**config.mk**
```make
export PLATFORM = sky130hd
export DESIGN_NAME = acc_requantizer
export DESIGN_NICKNAME = d
export VERILOG_FILES = /design/src/rtl/acc_requantizer.sv
export SDC_FILE = /design/constraint.sdc
export NUM_CORES = 1
export LEC_CHECK = 0
export CAP_MARGIN = 5
export CORE_ASPECT_RATIO = 0.9
export CORE_MARGIN = 2
export CORE_UTILIZATION = 45
export CTS_CLUSTER_DIAMETER = 200
export DETAILED_ROUTE_END_ITERATION = 8
export PLACE_DENSITY = 0.75
export SYNTH_ARGS = -nofsm -noshare
export SYNTH_HDL_FRONTEND = slang
export SYNTH_SLANG_ARGS = --single-unit
```
**constraint.sdc**
```tcl
create_clock -name clk -period 11.4 [get_ports clk]
set_input_delay 2.28 -clock clk [delete_from_list [all_inputs] [get_ports clk]]
set_output_delay 2.28 -clock clk [all_outputs]
set_load 0.1 [all_outputs]
```
**src/rtl/acc_requantizer.sv**
```systemverilog
// Requantizes wide MAC accumulator results (rounding shift, optional ReLU, saturation)
// and buffers them in a show-ahead FIFO so a stalled consumer never stalls the MAC.
module acc_requantizer #(
  parameter int unsigned ACCW   = 40,
  parameter int unsigned OW     = 16,
  parameter bit          SIGNED = 1'b0,
  parameter int unsigned DEPTH  = 4
) (
  input  logic                     clk,
  input  logic                     rst,
  input  logic                     in_valid,
  input  logic [ACCW-1:0]          in_acc,
  input  logic [5:0]               shift,
  input  logic                     relu_en,
  output logic                     out_valid,
  input  logic                     out_ready,
  output logic [OW-1:0]            out_data,
  output logic                     sat_flag,
  output logic                     ovf,
  input  logic                     clr_ovf,
  output logic [$clog2(DEPTH):0]   level
);

  localparam int unsigned AW       = $clog2(DEPTH);
  localparam logic [5:0]  ShiftMax = 6'(ACCW - 1);
  localparam logic [AW:0] LevelMax = (AW + 1)'(DEPTH);

  // S1: rounding right shift, one guard bit above ACCW so the rounding add cannot wrap
  logic [5:0]    shamt;
  logic [ACCW:0] acc_ext, rnd, sum;
  logic [ACCW:0] s1_r_d, s1_r_q;
  logic          s1_valid_q;

  always_comb begin
    shamt   = (shift > ShiftMax) ? ShiftMax : shift;
    acc_ext = {SIGNED & in_acc[ACCW-1], in_acc};
    rnd     = '0;
    if (shamt != 6'd0) rnd[shamt - 6'd1] = 1'b1;
    sum = acc_ext + rnd;
    if (SIGNED) s1_r_d = $unsigned($signed(sum) >>> shamt);
    else        s1_r_d = sum >> shamt;
  end

  // S2: ReLU and saturation; ReLU zeroing is not counted as saturation
  logic [OW-1:0] s2_data_d, s2_data_q;
  logic          s2_sat_d, s2_sat_q;
  logic          s2_valid_q;

  always_comb begin
    s2_data_d = s1_r_q[OW-1:0];
    s2_sat_d  = 1'b0;
    if (SIGNED) begin
      if (relu_en && s1_r_q[ACCW]) begin
        s2_data_d = '0;
      end else if (s1_r_q[ACCW:OW-1] != {(ACCW - OW + 2){s1_r_q[ACCW]}}) begin
        s2_sat_d  = 1'b1;
        s2_data_d = s1_r_q[ACCW] ? {1'b1, {(OW - 1){1'b0}}} : {1'b0, {(OW - 1){1'b1}}};
      end
    end else if (|s1_r_q[ACCW:OW]) begin
      s2_sat_d  = 1'b1;
      s2_data_d = '1;
    end
  end

  // Output FIFO
  logic [OW-1:0] mem_q [DEPTH];
  logic [AW-1:0] wr_ptr_d, wr_ptr_q, rd_ptr_d, rd_ptr_q;
  logic [AW:0]   level_d, level_q;
  logic          ovf_d, ovf_q;
  logic          pop, push, drop, full;

  always_comb begin
    full     = (level_q == LevelMax);
    pop      = out_valid & out_ready;
    push     = s2_valid_q & (~full | pop);
    drop     = s2_valid_q & full & ~pop;
    wr_ptr_d = wr_ptr_q + AW'(push);
    rd_ptr_d = rd_ptr_q + AW'(pop);
    level_d  = level_q + (AW + 1)'(push) - (AW + 1)'(pop);
    ovf_d    = ovf_q;
    if (drop)         ovf_d = 1'b1;
    else if (clr_ovf) ovf_d = 1'b0;
  end

  always_ff @(posedge clk) begin
    if (rst) begin
      s1_valid_q <= 1'b0;
      s1_r_q     <= '0;
      s2_valid_q <= 1'b0;
      s2_data_q  <= '0;
      s2_sat_q   <= 1'b0;
      wr_ptr_q   <= '0;
      rd_ptr_q   <= '0;
      level_q    <= '0;
      ovf_q      <= 1'b0;
    end else begin
      s1_valid_q <= in_valid;
      s1_r_q     <= s1_r_d;
      s2_valid_q <= s1_valid_q;
      s2_data_q  <= s2_data_d;
      s2_sat_q   <= s2_sat_d;
      wr_ptr_q   <= wr_ptr_d;
      rd_ptr_q   <= rd_ptr_d;
      level_q    <= level_d;
      ovf_q      <= ovf_d;
    end
  end

  always_ff @(posedge clk) begin
    if (!rst && push) mem_q[wr_ptr_q] <= s2_data_q;
  end

  assign out_valid = (level_q != '0);
  assign out_data  = out_valid ? mem_q[rd_ptr_q] : '0;
  assign sat_flag  = s2_valid_q & s2_sat_q;
  assign ovf       = ovf_q;
  assign level     = level_q;

endmodule
```
# Word level (Yosys, flattened, before mapping)
# Memories as Yosys holds them, arrays and structs flattened. A register that Yosys moved wholly into a read port is not among the register bits.
# Index checks and enable logic that the tools add are counted.
# Widths: inputs -> output; s select.
# word_totals
register_bits,68
mem_bits_rw,64
inputBits,52
output_inout_bits,22
elab_cells,48
n_memories,1
# classes
add_sub_neg,6
n_lt_le_gt_ge,3
n_eq_ne,1
shifts,1
muxes,12
n_bitwise,8
n_reduce_logical,7
# memory_table
name,words,width,read_ports,rd_clocked_by_memory_dff,write_ports,line_no,text
mem_q,4,16,1,1,1,66,logic [OW-1:0] mem_q [DEPTH];
# ops
operator,n
$add 40x41->41,1
$mux 41,1
$shr 41x6->41,1
$mux 16,2
$reduce_or 25->1,1
$lt 6x7->1 const B,1
$demux 1 s6,1
$ge 6x1->1 const B,1
$gt 6x6->1 const B,1
$mux 1,6
$mux 6,1
$reduce_bool 6->1,1
$sub 6x1->6 const B,1
$and 1x1->1,5
$add 2x1->2,2
$add 3x1->3,1
$eq 3x3->1 const B,1
$reduce_bool 3->1,1
$sub 3x1->3,1
$logic_and 1x1->1,2
$mux 2,1
$not 1->1,2
$reduce_bool 2->1,1
$logic_not 1->1,1
$or 1x1->1,1

# Logic depth before layout (Yosys ltp)
# Gate-level depths: netlist of the first run.
# depth
depth_word,10
ltp_mapped,20
depth_no_buf,17

# Worst setup path before layout of the first run
# OpenSTA, ideal clock, no wires.
# synth_path
path_type,input to register
from,in shift[3]
to,reg s1_r_q[24]
setup_time_ns,0.086
t_arrival_ns,6.768
t_required_ns,11.314
slack_ns,4.545
path_stages,18
path_buffers,5
path_cell_list,o21a_1 -> nor2_1 -> buf_2 -> buf_1 -> clkbuf_1 -> buf_1 -> nor3_1 -> ha_1 -> buf_2 -> a211oi_1 -> nor2_1 -> o21ai_0 -> mux2_2 -> or3_4 -> a22o_4 -> o31ai_4 -> a21oi_1 -> a221oi_2
# synth_between
elab_chain_cells,10
elab_cells_between_ends,12
classes_between,2 x add/sub; 3 x order compare; 1 x shift; 4 x mux; 2 x reduce/logical
# synth_lines
element,line_no,text
"start, declared",13,"input logic [5:0] shift,"
$gt 6x6->1,35,shamt = (shift > ShiftMax) ? ShiftMax : shift;
$mux 6 (*),35,
$sub 6x1->6,38,if (shamt != 6'd0) rnd[shamt - 6'd1] = 1'b1;
$lt 6x7->1 (implied by the code) or $ge 6x1->1 (tied branches),38,
$logic_and 1x1->1 (implied by the code),38,
$mux 1 (implied by the code),38,
$demux 1 s6,38,
$mux 41,38,
$add 40x41->41,39,sum = acc_ext + rnd;
$shr 41x6->41 (*),41,else s1_r_d = sum >> shamt;
"end signal, assigned",98,s1_r_q <= s1_r_d;
"end, declared",31,"logic [ACCW:0] s1_r_d, s1_r_q;"
# Every way passes the cells marked *; elsewhere a longest branch is shown, timed or not.
# A chain may end at the register's enable or synchronous reset.

# Final worst setup path of the first run
# layout_path
from,in shift[4]
to,reg s1_r_q[4]
# Same word-level chain as after synthesis.

==> results.py, run 1 <==
metrics = {
    "outcome": {
        "outcome": "finished clean",
    },
    "synthesis": {
        "synthXorXnorAreaFrac_pct": 1.735,
        "netlist_instances": 1234,
        "synth_compound_area_share_pct": 29.11,
        "syn_nets": 1332,
        "syn_area_per_cell_sq_um": 8.590,
        "synth_top_family_by_area": "compound AO/OA/AOI/OAI gates",
        "synth_edf_count": 64,
        "ys_warn_count": 0,
        "seq_area_frac_synth_pct": 30.97,
        "synth_seq_cells": 132,
        "synthAdderAreaFrac_pct": 5.571,
        "synthDistinctLibCells": 103,
        "synth_mux_area_share_pct": 6.811,
        "synth-main-ff-cell": "dfxtp_1",
        "synthSimpleGateAreaFrac_pct": 21.86,
        "synth_area_sq_um": 10600,
        "synth_async_sr_flop_share_pct": 0,
    },
    "timing": {
        "max_freq_mhz": 118.7,
        "hold_viol": 0,
        "min_period_ps": 8425,
        "whs_ps": 431.5,
        "relSlewSlack_pct": 26.06,
        "setup_viol": 0,
        "tns_ps": 0,
        "fin_skew_ps": 9.703,
        "finalMaxSlewViolations": 0,
        "period_share_pct": 73.91,
        "worst_slew_pin_slew_ps": 1103,
        "fin_ws_ps": 2975,
        "rsz0062_at_grt": "false",
    },
    "place": {
        "post-place-ws_ps": 2893,
        "dp_hpwl_um": 26040,
        "numPortBuffers": 72,
        "gp_congestion": 0.9828,
    },
    "cells_and_area": {
        "diodes": 0,
        "final_layout_size_suffix_gt1_share_pct": 11.09,
        "area_delta_synth_final_pct": 14.53,
        "fin_nets": 1366,
    },
    "setup_path": {
        "path_class": "input port to flop",
        "crit_arrival_ps": 8700,
        "crit_chain": "clkdlybuf4s50_1 -> buf_4 -> o21ai_0 -> nand2_1 -> buf_4 -> nand2_1 -> buf_4 -> nor3_1 -> ha_1 -> and3_1 -> nand4_1 -> nor3_1 -> a31o_2 -> nand2_1 -> and2_1 -> o32ai_1 -> nand2_1 -> a221oi_1",
        "worst-path-buf-inv": 4,
        "crit_family": "simple AND/OR/NAND/NOR gates",
        "crit_slowest_cell": "o21ai_0",
        "critPathMostFrequentCell": "nand2_1",
        "end_kind": "flop",
        "cp-start-kind": "input port",
        "cp.required_ps": 11670,
        "critPathMaxFanout": 31,
        "critPathMaxStageDelay_ps": 700,
    },
    "detailed_routing": {
        "wl_per_cell_um": 22.22,
        "avgViaCountPerCell": 6.678,
        "wl_um": 35170,
        "drc": 0,
        "ant_nets": 0,
        "vias": 10572,
        "initialDrtViolationCount": 1361,
        "firstDrtPassIters": 7,
    },
    "pwr": {
        "leakage_nw": 4.518,
        "p_per_area_nw_per_um2": 149.4,
        "vdd_drop_max_v": 0.0002027,
        "p_total_w": 0.001814,
    },
    "die": {
        "ios": 74,
        "core_area_sq_um": 23280,
        "row_count": 53,
        "die-area_sq_um": 24800,
        "die_y_um": 149.6,
        "start_util_pct": 45.54,
        "die_w_um": 165.8,
    },
    "clock_tree": {
        "cts_sinks": 132,
        "clkLatencyLatePin_ps": 410,
        "cts_resized": 0,
        "clk_transition_reported_paths_ps": 70,
        "cts_setup_buffers": 0,
        "cts_buffers": 17,
        "clk_path_buf_depth": 2,
        "cts_root_buf": "clkbuf_16",
        "postCtsHoldBufs": 0,
        "htreeDepth": 4,
        "cts_tree": "yes",
    },
    "grt": {
        "grt_pass1_vias": 9629,
        "grt_pass1_wl_um": 54090,
        "overflow": 0,
        "grt_max_degree": 45,
        "track_usage_pct": 27.53,
        "antenna_found_initial": 0,
    },
    "hold_path": {
        "min_path_type": "flop to flop",
    },
    "job": {
        "max_cap_violations": 0,
    },
}
## flip-flops by register name, summed over array words and instances, names as in the netlist, 2 cells and up
register / flops
mem_q: 64
s1_r_q: 41
s2_data_q: 16
level: 3
rd_ptr_q: 2
wr_ptr_q: 2
## layout make-up
type | count | area [sq um]
well taps | 302 | 377.9
inverters | 20 | 75.07
clock inverters | 13 | 110.1
multi-input cells | 1001 | 6929
clock buffers | 19 | 464.2
fillers | 2154 | 11140
flip-flops and latches | 132 | 3283
repair buffers | 96 | 900.9
## power breakdown
part	total, W	internal, W	switching [W]
sequential	0.000560	0.000535	0.0000248
clock	0.000514	0.000303	0.000211
combinational	0.000740	0.000227	0.000513
total	0.00181	0.00106	0.000749
## cell families after synthesis
logic type      after synthesis
compound gates              409
xor+xnor                     21
fa+ha+maj                    46
buf+inv                     101
flops                       132
mux                          47
other cells                   1
simple gates                477
## worst register-to-register path: stages (launching register included)
cell and delay [ps]:
dfxtp_1 350, nor3_2 900, nor2b_1 200, ha_1 350, inv_1 50, ha_1 120
inv_1 40, fa_1 380, xnor2_1 170, nor2_1 60
## synthesized netlist by cell type, types with 10 or more instances
| cell type | number | area [sq um] |
|---|---|---|
| nor2_1 | 135 | 506.7 |
| nand2_1 | 116 | 435.4 |
| a21oi_1 | 70 | 350.3 |
| dfxtp_1 | 68 | 1361 |
| edfxtp_1 | 64 | 1922 |
| o21ai_0 | 64 | 320.3 |
| nor3_1 | 57 | 285.3 |
| clkbuf_1 | 54 | 202.7 |
| ha_1 | 44 | 550.5 |
| a21o_1 | 36 | 270.3 |
| nand3_1 | 34 | 170.2 |
| a211oi_1 | 26 | 195.2 |
| nor2b_1 | 25 | 156.4 |
| o211ai_1 | 22 | 165.2 |
| mux2i_1 | 20 | 200.2 |
| nand4_1 | 19 | 118.9 |
| inv_1 | 18 | 67.56 |
| mux4_2 | 18 | 405.4 |
| buf_2 | 17 | 85.08 |
| xnor2_1 | 17 | 148.9 |
| and2_1 | 16 | 100.1 |
| nor4_1 | 13 | 81.33 |
| or3_1 | 13 | 81.33 |
| o22ai_1 | 12 | 75.07 |
| o31ai_1 | 12 | 90.09 |
| a221oi_1 | 11 | 96.34 |
| a22oi_1 | 11 | 82.58 |
| a21oi_2 | 10 | 87.58 |
| and3_1 | 10 | 62.56 |
## layer usage
metal / track usage (%) / wire (um) / up-vias / share of wire [%]
met5: 0 / 0 / - / 0
met4: 8.870 / 1004 / 0 / 2.9
met3: 6.876 / 4064 / 89 / 12
met2: 41.12 / 14830 / 666 / 42
met1: 39.06 / 15270 / 4973 / 43
li1: - / - / 4844 / -
## layout by cell type (no fill, tap or decap), types with 22 or more instances in the layout
cell type	netlist	final
nor2_1	135	132
nand2_1	116	116
clkdlybuf4s50_1	0	72
a21oi_1	70	70
dfxtp_1	68	68
o21ai_0	64	64
edfxtp_1	64	64
nor3_1	57	56
ha_1	44	44
a21o_1	36	36
nand3_1	34	34
a211oi_1	26	26
nor2b_1	25	25
buf_4	1	24
o211ai_1	22	22
## through the flow
step | area (sq um) | utilization, % | cells
2_1_floorplan | 10600 | - | 1234
3_3_place_gp | 11570 | 49.69 | 1551
3_5_place_dp | 11570 | 49.69 | 1551
4_1_cts | 12140 | 52.16 | 1583
5_1_grt | 12140 | 52.16 | 1583
6_report | 12140 | 52.16 | 1583
## worst paths after layout
kind	end	slack, ps	cells after the start	from
hold reg to reg	s2_data_q[0]$_SDFF_PP0_	430	1	s1_r_q[0]$_SDFF_PP0_
setup / recovery	s1_r_q[4]$_SDFF_PP0_	2970	18	shift[4]
setup reg to reg	level[2]$_SDFF_PP0_	8670	9	level[2]$_SDFF_PP0_
hold / removal	s2_data_q[0]$_SDFF_PP0_	430	1	s1_r_q[0]$_SDFF_PP0_
No activity file was read; power rests on OpenSTA's default activity.
==> inputs of run 2 (changes only) <==
PLACE_DENSITY = 0.77   (was 0.75)
clock period = 7.6 ns   (was 11.4 ns; I/O delays follow)
==> results.py, run 2 (synthesis gave the netlist of run 1 again) <==
metrics = {
    "detailed_routing": {
        "route.met3.wl_um": 3965,
        "initialDrtViolationCount": 1368,
        "avgViaCountPerCell": 6.665,
        "firstDrtPassIters": 6,
        "vias": 10711,
        "ant_nets": 0,
        "wl_um": 36560,
        "dr.max_layer_used": "met4",
        "met1_length_um": 16070,
        "drc": 0,
        "wl_per_cell_um": 22.75,
        "wl_met2_um": 15840,
    },
    "clock_tree": {
        "clk_path_buf_depth": 2,
        "postCtsHoldBufs": 0,
        "cts_setup_buffers": 0,
        "clkLatencyLatePin_ps": 410,
        "cts_sinks": 132,
        "cts_root_buf": "clkbuf_16",
        "cts_resized": 0,
        "cts_buffers": 17,
        "cts_tree": "yes",
        "htreeDepth": 4,
        "clk_transition_reported_paths_ps": 60,
    },
    "pwr": {
        "leakage_nw": 4.630,
        "p_sw_share_pct": 40.40,
        "seq_power_share_pct": 30.4,
        "p_per_area_nw_per_um2": 224.0,
        "p_clk_share_pct": 29.0,
        "p_sw_w": 0.001117,
        "p_int_w": 0.001647,
        "combPwrFrac_pct": 40.6,
        "p_total_w": 0.002764,
        "vdd_drop_max_v": 0.0003211,
    },
    "die": {
        "core_area_sq_um": 23280,
        "die_w_um": 165.8,
        "ios": 74,
        "row_count": 53,
        "die-area_sq_um": 24800,
        "start_util_pct": 45.54,
        "die_y_um": 149.6,
    },
    "setup_path": {
        "cp-startpoint": "shift[0]",
        "crit_arrival_ps": 7230,
        "r2r_slack_ps": 4810,
        "end_kind": "flop",
        "critPathMaxFanout": 8,
        "cp.required_ps": 7890,
        "rr_endpoint": "level[2]$_SDFF_PP0_",
        "cp-start-kind": "input port",
        "r2r-start": "level[2]$_SDFF_PP0_",
        "crit_end": "s1_r_q[4]$_SDFF_PP0_",
        "path_class": "input port to flop",
        "r2r_cells": 9,
    },
    "grt": {
        "track_usage_pct": 29.02,
        "antenna_found_initial": 0,
        "grt_pass1_vias": 9957,
        "grt_pass1_wl_um": 56990,
        "grt_max_degree": 37,
        "overflow": 0,
    },
    "cells_and_area": {
        "num-fill-cells": 2121,
        "largest_reg_flops": 64,
        "final_cells": 1607,
        "multi_input_area_sq_um": 6929,
        "final_layout_size_suffix_gt1_share_pct": 12.64,
        "diodes": 0,
        "final_cell_mix": "nor2_1, nand2_1, clkdlybuf4s50_1",
        "layout_commonest_cell": "nor2_1",
        "biggestRegsByFlops": "mem_q x64, s1_r_q x41, s2_data_q x16",
        "regMostFlops": "mem_q",
        "fin_nets": 1390,
        "area_delta_synth_final_pct": 16.40,
        "fin_util_pct": 53.01,
        "final-seq-area_sq_um": 3283,
    },
    "timing": {
        "fin_ws_ps": 659.5,
        "finalMaxSlewViolations": 0,
        "relSlewSlack_pct": 28.81,
        "rsz0062_at_grt": "false",
        "setup_viol": 0,
        "period_share_pct": 91.32,
        "hold_viol": 0,
        "max_freq_mhz": 144.1,
        "tns_ps": 0,
        "min_period_ps": 6940,
        "worst_slew_pin_slew_ps": 1062,
        "fin_skew_ps": 9.518,
    },
    "place": {
        "placed_cells": 1575,
        "post-place-ws_ps": 524.8,
        "dp_hpwl_um": 28010,
        "gp_congestion": 1.039,
        "numPortBuffers": 72,
    },
    "hold_path": {
        "min_path_type": "flop to flop",
    },
    "job": {
        "max_cap_violations": 0,
    },
    "outcome": {
        "outcome": "finished clean",
    },
}
run 2: cell count changes in the layout (fill, tap and decap cells not counted), sizes merged:
cell	before	now
inv	25	21
bufinv	0	2
buf	24	48
clkinvlp	0	2
run 2: stage by stage:
step                hold WS [ps]  cell area, sq um
floorplan                  407.5             10600
global placement           417.1             11750
detailed placement         416.4             11750
CTS                        432.5             12340
global route               449.4             12340
finish                     431.9             12340
run 2: power groups by stage:
stage               clock network [W]  registers (W)  logic (W)
floorplan                           0       0.000875   0.000792
global placement                    0       0.000851    0.00109
detailed placement                  0       0.000856    0.00111
CTS                          0.000811       0.000841    0.00111
global route                 0.000840       0.000846    0.00118
finish                       0.000801       0.000841    0.00112
run 2: cell type report:
class | count | share of cell area [%]
repair buffers | 120 | 8.762
multi-input cells | 1001 | 56.16
well taps | 302 | 3.063
clock buffers | 19 | 3.590
clock inverters | 13 | 1.207
inverters | 20 | 0.6085
flip-flops and latches | 132 | 26.61
run 2: worst max-delay path: stages:
cell,delay [ps]
clkdlybuf4s50_1,550
nor3_1,520
and3_1,410
a21oi_1,120
buf_4,180
nor3_1,320
ha_1,410
a21oi_1,260
o21ai_1,190
nor4_1,710
nor2_1,90
mux2_2,320
nor3_1,240
a211oi_1,90
o32ai_1,650
nand2_1,300
a221oi_1,350
run 2: worst min path at each step:
stage	cells past startpoint	from	end
CTS	1	s1_r_q[14]$_SDFF_PP0_	s2_data_q[14]$_SDFF_PP0_
finish	1	s1_r_q[14]$_SDFF_PP0_	s2_data_q[14]$_SDFF_PP0_
global placement	1	s1_r_q[12]$_SDFF_PP0_	s2_data_q[12]$_SDFF_PP0_
detailed placement	1	s1_r_q[14]$_SDFF_PP0_	s2_data_q[14]$_SDFF_PP0_
floorplan	1	s1_r_q[0]$_SDFF_PP0_	s2_data_q[0]$_SDFF_PP0_
global route	1	s1_r_q[11]$_SDFF_PP0_	s2_data_q[11]$_SDFF_PP0_
run 2: per-layer routing:
layer / track usage (%) / vias up
li1: - / 4884
met5: 0 / -
met2: 44.67 / 683
met3: 5.660 / 65
met1: 41.99 / 5079
met4: 7.087 / 0
